`config.mk`:
```
export PLATFORM = sky130hd
export DESIGN_NAME = hazard_control_flat
export DESIGN_NICKNAME = d
export VERILOG_FILES = /design/src/rtl/hazard_control_pkg.sv /design/src/rtl/hazard_control_if.sv /design/src/rtl/hazard_control_sat_counter.sv /design/src/rtl/hazard_control.sv /design/src/flat_wrapper.sv
export SDC_FILE = /design/constraint.sdc
export NUM_CORES = 1
export LEC_CHECK = 0
export CORE_MARGIN = 2
export CORE_UTILIZATION = 28
export CTS_CLUSTER_SIZE = 10
export DETAILED_ROUTE_END_ITERATION = 12
export PLACE_DENSITY = 0.57
export SLEW_MARGIN = 20
export SYNTH_ARGS = -nofsm -noshare
export SYNTH_HDL_FRONTEND = slang
export SYNTH_HIERARCHICAL = 1
export SYNTH_SLANG_ARGS = --single-unit
```
`constraint.sdc`:
```
create_clock -name clk -period 1.7 [get_ports clk]
set_input_delay 0.255 -clock clk [delete_from_list [all_inputs] [get_ports clk]]
set_output_delay 0.255 -clock clk [all_outputs]
set_load 0.02 [all_outputs]
```
`src/rtl/hazard_control_pkg.sv`:
```
// -----------------------------------------------------------------------------
// hazard_control_pkg
// Shared definitions for the pipeline hazard controller:
//   - register index width and the x0 index
//   - watchdog FSM state encoding
//   - per-cycle hazard action encoding
//   - hc_load_use(): load-use detection between the EX load and the ID reader
// -----------------------------------------------------------------------------
package hazard_control_pkg;

    localparam int REG_IDX_W = 5;

    typedef logic [REG_IDX_W-1:0] reg_idx_t;

    localparam reg_idx_t REG_ZERO = 5'd0;

    typedef enum logic [1:0] {
        HC_RUN      = 2'd0,
        HC_MEM_WAIT = 2'd1,
        HC_TIMEOUT  = 2'd2
    } hc_state_e;

    // What the controller does to the pipe this cycle, after priority resolution.
    typedef enum logic [2:0] {
        ACT_NONE     = 3'd0,
        ACT_LOAD_USE = 3'd1,
        ACT_FLUSH    = 3'd2,
        ACT_FREEZE   = 3'd3,
        ACT_RESET    = 3'd4
    } hc_action_e;

    // A load in EX whose destination is read by the instruction in ID.
    // x0 is never a real dependency.
    function automatic logic hc_load_use(
        input logic     memread,
        input reg_idx_t ex_rd,
        input reg_idx_t rs1,
        input reg_idx_t rs2,
        input logic     uses_rs1,
        input logic     uses_rs2
    );
        logic hit_rs1;
        logic hit_rs2;
        hit_rs1 = uses_rs1 && (ex_rd == rs1);
        hit_rs2 = uses_rs2 && (ex_rd == rs2);
        return memread && (ex_rd != REG_ZERO) && (hit_rs1 || hit_rs2);
    endfunction

endpackage

```
`src/rtl/hazard_control_if.sv`:
```
// -----------------------------------------------------------------------------
// hazard_control_if
// Bundle between the pipeline (master) and the hazard controller (slave).
//   pipeline -> controller : id_rs1, id_rs2, id_uses_rs1, id_uses_rs2,
//                            id_ex_memread, id_ex_rd, ex_branch_taken, mem_busy
//   controller -> pipeline : pc_write, if_id_write, id_ex_bubble, if_id_flush,
//                            pipe_freeze, mem_timeout
// -----------------------------------------------------------------------------
interface hazard_control_if;
    import hazard_control_pkg::*;

    reg_idx_t id_rs1;
    reg_idx_t id_rs2;
    logic     id_uses_rs1;
    logic     id_uses_rs2;
    logic     id_ex_memread;
    reg_idx_t id_ex_rd;
    logic     ex_branch_taken;
    logic     mem_busy;

    logic     pc_write;
    logic     if_id_write;
    logic     id_ex_bubble;
    logic     if_id_flush;
    logic     pipe_freeze;
    logic     mem_timeout;

    modport master (
        output id_rs1, id_rs2, id_uses_rs1, id_uses_rs2,
               id_ex_memread, id_ex_rd, ex_branch_taken, mem_busy,
        input  pc_write, if_id_write, id_ex_bubble, if_id_flush,
               pipe_freeze, mem_timeout
    );

    modport slave (
        input  id_rs1, id_rs2, id_uses_rs1, id_uses_rs2,
               id_ex_memread, id_ex_rd, ex_branch_taken, mem_busy,
        output pc_write, if_id_write, id_ex_bubble, if_id_flush,
               pipe_freeze, mem_timeout
    );

endinterface

```
`src/rtl/hazard_control_sat_counter.sv`:
```
// -----------------------------------------------------------------------------
// hc_sat_counter
// Saturating up-counter used for the memory watchdog and the perf counters.
//   clk     in   core clock
//   reset   in   synchronous active-high reset, clears the count
//   clr_i   in   synchronous clear (wins over inc_i)
//   inc_i   in   increment; holds at all-ones instead of wrapping
//   count_o out  current count [CNT_W-1:0]
// -----------------------------------------------------------------------------
module hc_sat_counter #(
    parameter int CNT_W = 16
) (
    input  logic             clk,
    input  logic             reset,
    input  logic             clr_i,
    input  logic             inc_i,
    output logic [CNT_W-1:0] count_o
);

    localparam logic [CNT_W-1:0] CNT_ZERO = {CNT_W{1'b0}};
    localparam logic [CNT_W-1:0] CNT_ONE  = {{(CNT_W-1){1'b0}}, 1'b1};
    localparam logic [CNT_W-1:0] CNT_MAX  = {CNT_W{1'b1}};

    logic [CNT_W-1:0] cnt_q;
    logic [CNT_W-1:0] cnt_d;

    // Next count: clear, saturating increment, or hold.
    always_comb begin
        cnt_d = cnt_q;
        if (clr_i) begin
            cnt_d = CNT_ZERO;
        end else if (inc_i && (cnt_q != CNT_MAX)) begin
            cnt_d = cnt_q + CNT_ONE;
        end else begin
            cnt_d = cnt_q;
        end
    end

    // Count register with synchronous reset.
    always_ff @(posedge clk) begin
        if (reset) begin
            cnt_q <= CNT_ZERO;
        end else begin
            cnt_q <= cnt_d;
        end
    end

    assign count_o = cnt_q;

endmodule

```
`src/rtl/hazard_control.sv`:
```
// -----------------------------------------------------------------------------
// hazard_control
// Pipeline hazard controller for the 5-stage RISC-V core. Resolves what the
// EX forwarding unit cannot: load-use stalls, taken-branch flushes and a
// full-pipe freeze while data memory is busy, with a memory-wait watchdog.
// Outputs are Mealy (state + current inputs) so hazards act in the cycle
// they are detected.
//   clk, reset          core clock, synchronous active-high reset
//   hc (slave)          hazard inputs from ID/EX/MEM, pipe control outputs
//   perf_lu_stalls      load-use stall cycles     (HAZARD_PERF_CNT_EN only)
//   perf_flushes        branch flush cycles       (HAZARD_PERF_CNT_EN only)
//   perf_freeze_cycles  memory freeze cycles      (HAZARD_PERF_CNT_EN only)
// Build option: define HAZARD_PERF_CNT_EN to add the saturating perf counters.
// -----------------------------------------------------------------------------
module hazard_control
    import hazard_control_pkg::*;
#(
    parameter int MEM_TIMEOUT = 64,
    parameter int CNT_W       = 16
) (
    input  logic             clk,
    input  logic             reset,
`ifdef HAZARD_PERF_CNT_EN
    output logic [CNT_W-1:0] perf_lu_stalls,
    output logic [CNT_W-1:0] perf_flushes,
    output logic [CNT_W-1:0] perf_freeze_cycles,
`endif
    hazard_control_if.slave  hc
);

    localparam logic [CNT_W-1:0] WD_LIMIT = CNT_W'(MEM_TIMEOUT - 1);

    hc_state_e        state_q;
    hc_state_e        state_d;
    logic             mem_timeout_q;
    logic             mem_timeout_d;
    logic             wd_inc_s;
    logic             wd_clr_s;
    logic [CNT_W-1:0] wd_cnt_s;
    logic             load_use_s;
    hc_action_e       action_s;

    assign load_use_s = hc_load_use(hc.id_ex_memread, hc.id_ex_rd, hc.id_rs1,
                                    hc.id_rs2, hc.id_uses_rs1, hc.id_uses_rs2);

    // Priority resolution: reset > mem_busy > branch > load-use. A wrong-path
    // load-use under a taken branch is dropped; anything under a freeze is
    // re-evaluated after release because EX is held.
    always_comb begin
        action_s = ACT_NONE;
        if (reset) begin
            action_s = ACT_RESET;
        end else if (hc.mem_busy) begin
            action_s = ACT_FREEZE;
        end else if (hc.ex_branch_taken) begin
            action_s = ACT_FLUSH;
        end else if (load_use_s) begin
            action_s = ACT_LOAD_USE;
        end else begin
            action_s = ACT_NONE;
        end
    end

    // Pipe control outputs decoded from the resolved action.
    always_comb begin
        hc.pc_write     = 1'b1;
        hc.if_id_write  = 1'b1;
        hc.id_ex_bubble = 1'b0;
        hc.if_id_flush  = 1'b0;
        hc.pipe_freeze  = 1'b0;
        case (action_s)
            ACT_NONE: begin
                hc.pc_write    = 1'b1;
                hc.if_id_write = 1'b1;
            end
            ACT_LOAD_USE: begin
                hc.pc_write     = 1'b0;
                hc.if_id_write  = 1'b0;
                hc.id_ex_bubble = 1'b1;
            end
            ACT_FLUSH: begin
                hc.if_id_flush  = 1'b1;
                hc.id_ex_bubble = 1'b1;
            end
            ACT_FREEZE: begin
                hc.pc_write    = 1'b0;
                hc.if_id_write = 1'b0;
                hc.pipe_freeze = 1'b1;
            end
            default: begin
                // Reset and any illegal encoding: hold PC/IF_ID, inject NOP.
                hc.pc_write     = 1'b0;
                hc.if_id_write  = 1'b0;
                hc.id_ex_bubble = 1'b1;
                hc.if_id_flush  = 1'b0;
                hc.pipe_freeze  = 1'b0;
            end
        endcase
    end

    // Watchdog FSM next state. wd_cnt counts consecutive busy cycles; the
    // RUN->MEM_WAIT increment takes it from 0 to 1 on the first busy cycle.
    always_comb begin
        state_d       = state_q;
        mem_timeout_d = mem_timeout_q;
        wd_inc_s      = 1'b0;
        wd_clr_s      = 1'b0;
        case (state_q)
            HC_RUN: begin
                if (hc.mem_busy) begin
                    state_d  = HC_MEM_WAIT;
                    wd_inc_s = 1'b1;
                end else begin
                    wd_clr_s = 1'b1;
                end
            end
            HC_MEM_WAIT: begin
                if (!hc.mem_busy) begin
                    state_d  = HC_RUN;
                    wd_clr_s = 1'b1;
                end else if (wd_cnt_s == WD_LIMIT) begin
                    state_d       = HC_TIMEOUT;
                    mem_timeout_d = 1'b1;
                    wd_inc_s      = 1'b1;
                end else begin
                    wd_inc_s = 1'b1;
                end
            end
            HC_TIMEOUT: begin
                if (!hc.mem_busy) begin
                    state_d  = HC_RUN;
                    wd_clr_s = 1'b1;
                end else begin
                    wd_inc_s = 1'b1;
                end
            end
            default: begin
                state_d  = HC_RUN;
                wd_clr_s = 1'b1;
            end
        endcase
    end

    // FSM state and sticky timeout flag.
    always_ff @(posedge clk) begin
        if (reset) begin
            state_q       <= HC_RUN;
            mem_timeout_q <= 1'b0;
        end else begin
            state_q       <= state_d;
            mem_timeout_q <= mem_timeout_d;
        end
    end

    assign hc.mem_timeout = mem_timeout_q;

    hc_sat_counter #(.CNT_W(CNT_W)) u_wd_cnt (
        .clk     (clk),
        .reset   (reset),
        .clr_i   (wd_clr_s),
        .inc_i   (wd_inc_s),
        .count_o (wd_cnt_s)
    );

`ifdef HAZARD_PERF_CNT_EN
    hc_sat_counter #(.CNT_W(CNT_W)) u_perf_lu (
        .clk     (clk),
        .reset   (reset),
        .clr_i   (1'b0),
        .inc_i   (action_s == ACT_LOAD_USE),
        .count_o (perf_lu_stalls)
    );

    hc_sat_counter #(.CNT_W(CNT_W)) u_perf_flush (
        .clk     (clk),
        .reset   (reset),
        .clr_i   (1'b0),
        .inc_i   (action_s == ACT_FLUSH),
        .count_o (perf_flushes)
    );

    hc_sat_counter #(.CNT_W(CNT_W)) u_perf_freeze (
        .clk     (clk),
        .reset   (reset),
        .clr_i   (1'b0),
        .inc_i   (action_s == ACT_FREEZE),
        .count_o (perf_freeze_cycles)
    );
`endif

endmodule

```
`src/flat_wrapper.sv`:
```
// flat-port wrapper written by rule: the top's interface ports become plain ports
module hazard_control_flat import hazard_control_pkg::*;
#(
    parameter int MEM_TIMEOUT = 64,
    parameter int CNT_W       = 16
)
  (clk, reset, hc_id_rs1, hc_id_rs2, hc_id_uses_rs1, hc_id_uses_rs2, hc_id_ex_memread, hc_id_ex_rd, hc_ex_branch_taken, hc_mem_busy, hc_pc_write, hc_if_id_write, hc_id_ex_bubble, hc_if_id_flush, hc_pipe_freeze, hc_mem_timeout);
  hazard_control_if hc_i ();
  input  logic clk;
  input  logic reset;
  input wire logic [$bits(hc_i.id_rs1)-1:0] hc_id_rs1;
  input wire logic [$bits(hc_i.id_rs2)-1:0] hc_id_rs2;
  input wire logic [$bits(hc_i.id_uses_rs1)-1:0] hc_id_uses_rs1;
  input wire logic [$bits(hc_i.id_uses_rs2)-1:0] hc_id_uses_rs2;
  input wire logic [$bits(hc_i.id_ex_memread)-1:0] hc_id_ex_memread;
  input wire logic [$bits(hc_i.id_ex_rd)-1:0] hc_id_ex_rd;
  input wire logic [$bits(hc_i.ex_branch_taken)-1:0] hc_ex_branch_taken;
  input wire logic [$bits(hc_i.mem_busy)-1:0] hc_mem_busy;
  output wire logic [$bits(hc_i.pc_write)-1:0] hc_pc_write;
  output wire logic [$bits(hc_i.if_id_write)-1:0] hc_if_id_write;
  output wire logic [$bits(hc_i.id_ex_bubble)-1:0] hc_id_ex_bubble;
  output wire logic [$bits(hc_i.if_id_flush)-1:0] hc_if_id_flush;
  output wire logic [$bits(hc_i.pipe_freeze)-1:0] hc_pipe_freeze;
  output wire logic [$bits(hc_i.mem_timeout)-1:0] hc_mem_timeout;
  assign hc_i.id_rs1 = hc_id_rs1;
  assign hc_i.id_rs2 = hc_id_rs2;
  assign hc_i.id_uses_rs1 = hc_id_uses_rs1;
  assign hc_i.id_uses_rs2 = hc_id_uses_rs2;
  assign hc_i.id_ex_memread = hc_id_ex_memread;
  assign hc_i.id_ex_rd = hc_id_ex_rd;
  assign hc_i.ex_branch_taken = hc_ex_branch_taken;
  assign hc_i.mem_busy = hc_mem_busy;
  assign hc_pc_write = hc_i.pc_write;
  assign hc_if_id_write = hc_i.if_id_write;
  assign hc_id_ex_bubble = hc_i.id_ex_bubble;
  assign hc_if_id_flush = hc_i.if_id_flush;
  assign hc_pipe_freeze = hc_i.pipe_freeze;
  assign hc_mem_timeout = hc_i.mem_timeout;
  hazard_control #(.MEM_TIMEOUT(MEM_TIMEOUT), .CNT_W(CNT_W)) u_core (.clk(clk), .reset(reset), .hc(hc_i));
endmodule
```
==> run_results.csv <==
group,metric,value,unit
hold_path,worstHoldStart,"hc_mem_busy",
logic_synthesis,ys_types,48,
worst_setup_path,cp_num_buf_inv,2,
clocking,cts_buffers,3,
global_route,grt_antenna_before_repair,0,
pwr,power_density,499,nW/um^2
logic_synthesis,synth_edf_count,0,
clocking,cts_max_path_buffers,2,
detailed_routing,wl_per_cell,13.3,microns
logic_synthesis,ys.flop_type,"dfxtp_1",
timing,min_period,1.80,ns
global_route,grt-ovfl-total,0,
worst_setup_path,critPathLaunchType,"input port",
worst_setup_path,crit_chain,"buf_6 > or4_4 > o21ai_4 > nor2_2 > a221o_1 > buf_6",
die,core_area,4350,sq um
final_layout,final_nets,225,
placement,gp_congestion,0.842,
timing,hold_violations,0,
placement,place_area,1720,sq um
final_layout,final_area,1900,sq um
timing,timing.final.ws_setup,-0.0978,ns
final_layout,drive_gt1_share,33.8,%
global_route,track_usage,13.7,%
hold_path,min_to,"u_core/state_q[0]",
clocking,cts-root-buf,"clkbuf_8",
worst_setup_path,timing_worst_setup_path_type,"input port to output port",
worst_setup_path,cpLargestDelayFamily,"simple AND/OR/NAND/NOR gates",
final_layout,area_growth,50.7,%
die,fp.dieW,71.1,microns
hold_path,hold_depth,4,
timing,grt_setup_unrepaired,"true",
worst_setup_path,cp_max_fo,2,
placement,portBuffers,27,
die,initial_core_util,28.9,%
timing,drv_slew,0,
final_layout,diodes,0,
logic_synthesis,postSynthAreaPerCell,8.57,sq um
die,pin_count,28,
timing,setup_viol,3,
worst_setup_path,path_common_cell,"buf_6",
logic_synthesis,synth.cell_area,1260,sq um
logic_synthesis,synth.top_cell.area_share,30.2,%
worst_setup_path,slowest_delay,0.53,ns
logic_synthesis,synth-seq-cells,19,
run_status,violations,"setup timing",
clocking,cts_htree_levels,1,
final_layout,fin_cells,253,
detailed_routing,drc_errors,0,
worst_setup_path,end_kind,"output port",
logic_synthesis,yosys-top-cells-count,"dfxtp_1, nand2_1, xnor2_1",
worst_setup_path,worstReg2RegEnd,"u_core/hc.mem_timeout",
final_layout,fill_cells,415,
logic_synthesis,synth_seq_area_share,30.2,%
detailed_routing,firstDrtPassIters,4,
logic_synthesis,yosysWarnings,6,
clocking,insertion_delay,0.26,ns
logic_synthesis,async_reset_ff_share,0,%
detailed_routing,drt_wl_total,3360,microns
placement,dp.cells,242,
logic_synthesis,synth_area_leaders,"dfxtp_1, xnor2_1, mux2i_1",
final_layout,multiInputGateArea,893,sq um
worst_setup_path,required,1.44,ns
clocking,clock_sinks,19,
pwr,peakVddDrop,0.465,mV
worst_setup_path,crit_path_top_delay_cell,"or4_4",
die,rows,24,
detailed_routing,first_iter_violations,70,
logic_synthesis,synth.net_count,170,
logic_synthesis,synthCells,147,
timing,post-route-period-util,106,%
clocking,clk_pin_slew,0.07,ns
detailed_routing,postRouteAntennaNets,0,
timing,tightestPinTransition,0.346,ns
timing,worst_clock_skew,0.00768,ns
die,die_area,5050,sq um
logic_synthesis,yosysMostFrequentCell,"dfxtp_1",
die,die_h,71.1,microns
global_route,grt_max_degree,12,
detailed_routing,route.vias.total,1307,
timing,maxSlewHeadroom,76.9,%
detailed_routing,vias_per_cell,5.17,
placement,hpwlAfterDp,2570,microns
final_layout,register_area,380,sq um
logic_synthesis,yosys.area.top_type,"dfxtp_1",
timing,fmax,0.556,GHz
worst_setup_path,r2r-start,"u_core/u_wd_cnt/count_o[8]",
clocking,cts_tree,"yes",
global_route,grt_pass1_vias,1267,
worst_setup_path,crit_arrival,1.54,ns
pwr,p_leak,0.767,nW
global_route,grt_pass1_wl,5640,microns
worst_setup_path,rrSetupSlack,0.10,ns
hold_path,hold_class,"input port to flip-flop",
flow_run,maxCapViolations,0,
run_status,status,"finished with violations",
worst_setup_path,reg2reg_depth,4,
-- report_power, final --
group | internal (mW) | switching (mW) | total [mW] | leakage, nW
registers | 0.448 | 0.00399 | 0.452 | 0.153
logic | 0.109 | 0.0743 | 0.184 | 0.588
clock network | 0.163 | 0.150 | 0.313 | 0.0255
-- area by class of cell --
| type | count | share of cell area (%) |
|---|---|---|
| clock buffers | 3 | 2.17 |
| well taps | 52 | 3.43 |
| flip-flops and latches | 19 | 20.0 |
| repair buffers | 56 | 26.3 |
| multi-input cells | 118 | 47.0 |
| inverters | 4 | 0.791 |
| clock inverters | 1 | 0.264 |
-- per-layer routing --
metal	track usage [%]	wire length [microns]
met5	0	0
met2	23.9	1680
met1	17.4	1540
met3	2.71	93
met4	3.56	40
-- metrics by stage --
step | setup WS (ns) | total power, mW | setup TNS, ns | hold slack (ns) | util (%)
4_1_cts | -0.108 | 0.959 | -0.292 | 0.453 | 41.3
6_report | -0.0978 | 0.948 | -0.194 | 0.442 | 43.6
3_5_place_dp | -0.845 | 0.639 | -7.59 | 0.439 | 39.6
5_1_grt | -0.143 | 0.999 | -0.265 | 0.455 | 43.6
3_3_place_gp | -0.814 | 0.636 | -7.38 | 0.435 | 39.6
2_1_floorplan | -0.0598 | 0.528 | -0.0598 | 0.324 | -
-- kinds of logic after synthesis --
group                      synth area share (%)
DFF                                        30.2
xor gates and xnor gates                   6.95
and+or+nand+nor                            33.0
muxes                                      4.77
adders and majority gates                 0.993
buffers and inverters                      5.16
AOI/OAI and AO/OA                          19.0
-- how the worst max path moves through the flow --
stage | from | slack (ns) | depth (start not counted) | to
floorplan | hc_id_ex_rd[0] | -0.06 | 5 | hc_pc_write
global placement | hc_id_ex_rd[0] | -0.81 | 6 | hc_if_id_write
detailed placement | hc_id_ex_rd[0] | -0.84 | 6 | hc_if_id_write
CTS | hc_id_ex_rd[2] | -0.11 | 6 | hc_id_ex_bubble
global route | hc_id_ex_rd[3] | -0.14 | 6 | hc_id_ex_bubble
finish | hc_id_ex_rd[3] | -0.1 | 6 | hc_id_ex_bubble
-- state kept, by name (all words and copies together), names as in the netlist --
register / count
u_core/hc.mem_timeout: 1
u_core/state_q: 2
u_core/u_wd_cnt/count_o: 16
-- what timing repair did --
action                                  4_1_cts  5_1_grt
hold buffers                                  0        0
pin swaps                                     7       15
endpoints found under the setup margin       13       20
resized for setup                            48       17
buffers inserted                              1        6
-- layout by cell type, fill, tap and decap left out, drive strengths merged, types with 5 or more instances in the layout --
cell / instances
nand2: 15
buf: 36
mux2i: 6
o21ai: 7
dfxtp: 19
dlymetal6s2s: 7
xnor2: 10
a211oi: 5
nand4: 7
and3: 6
or3: 8
nand3: 6
clkdlybuf4s50: 10
nor2: 6
a21oi: 8
-- worst register-to-register path, cell delays in order (launching register included) --
cell and delay [ns]:
dfxtp_1 0.36, nor4_1 0.33, nand4_1 0.20, or4_1 0.50, a21oi_1 0.15
Power figures use the tool's default switching activity.
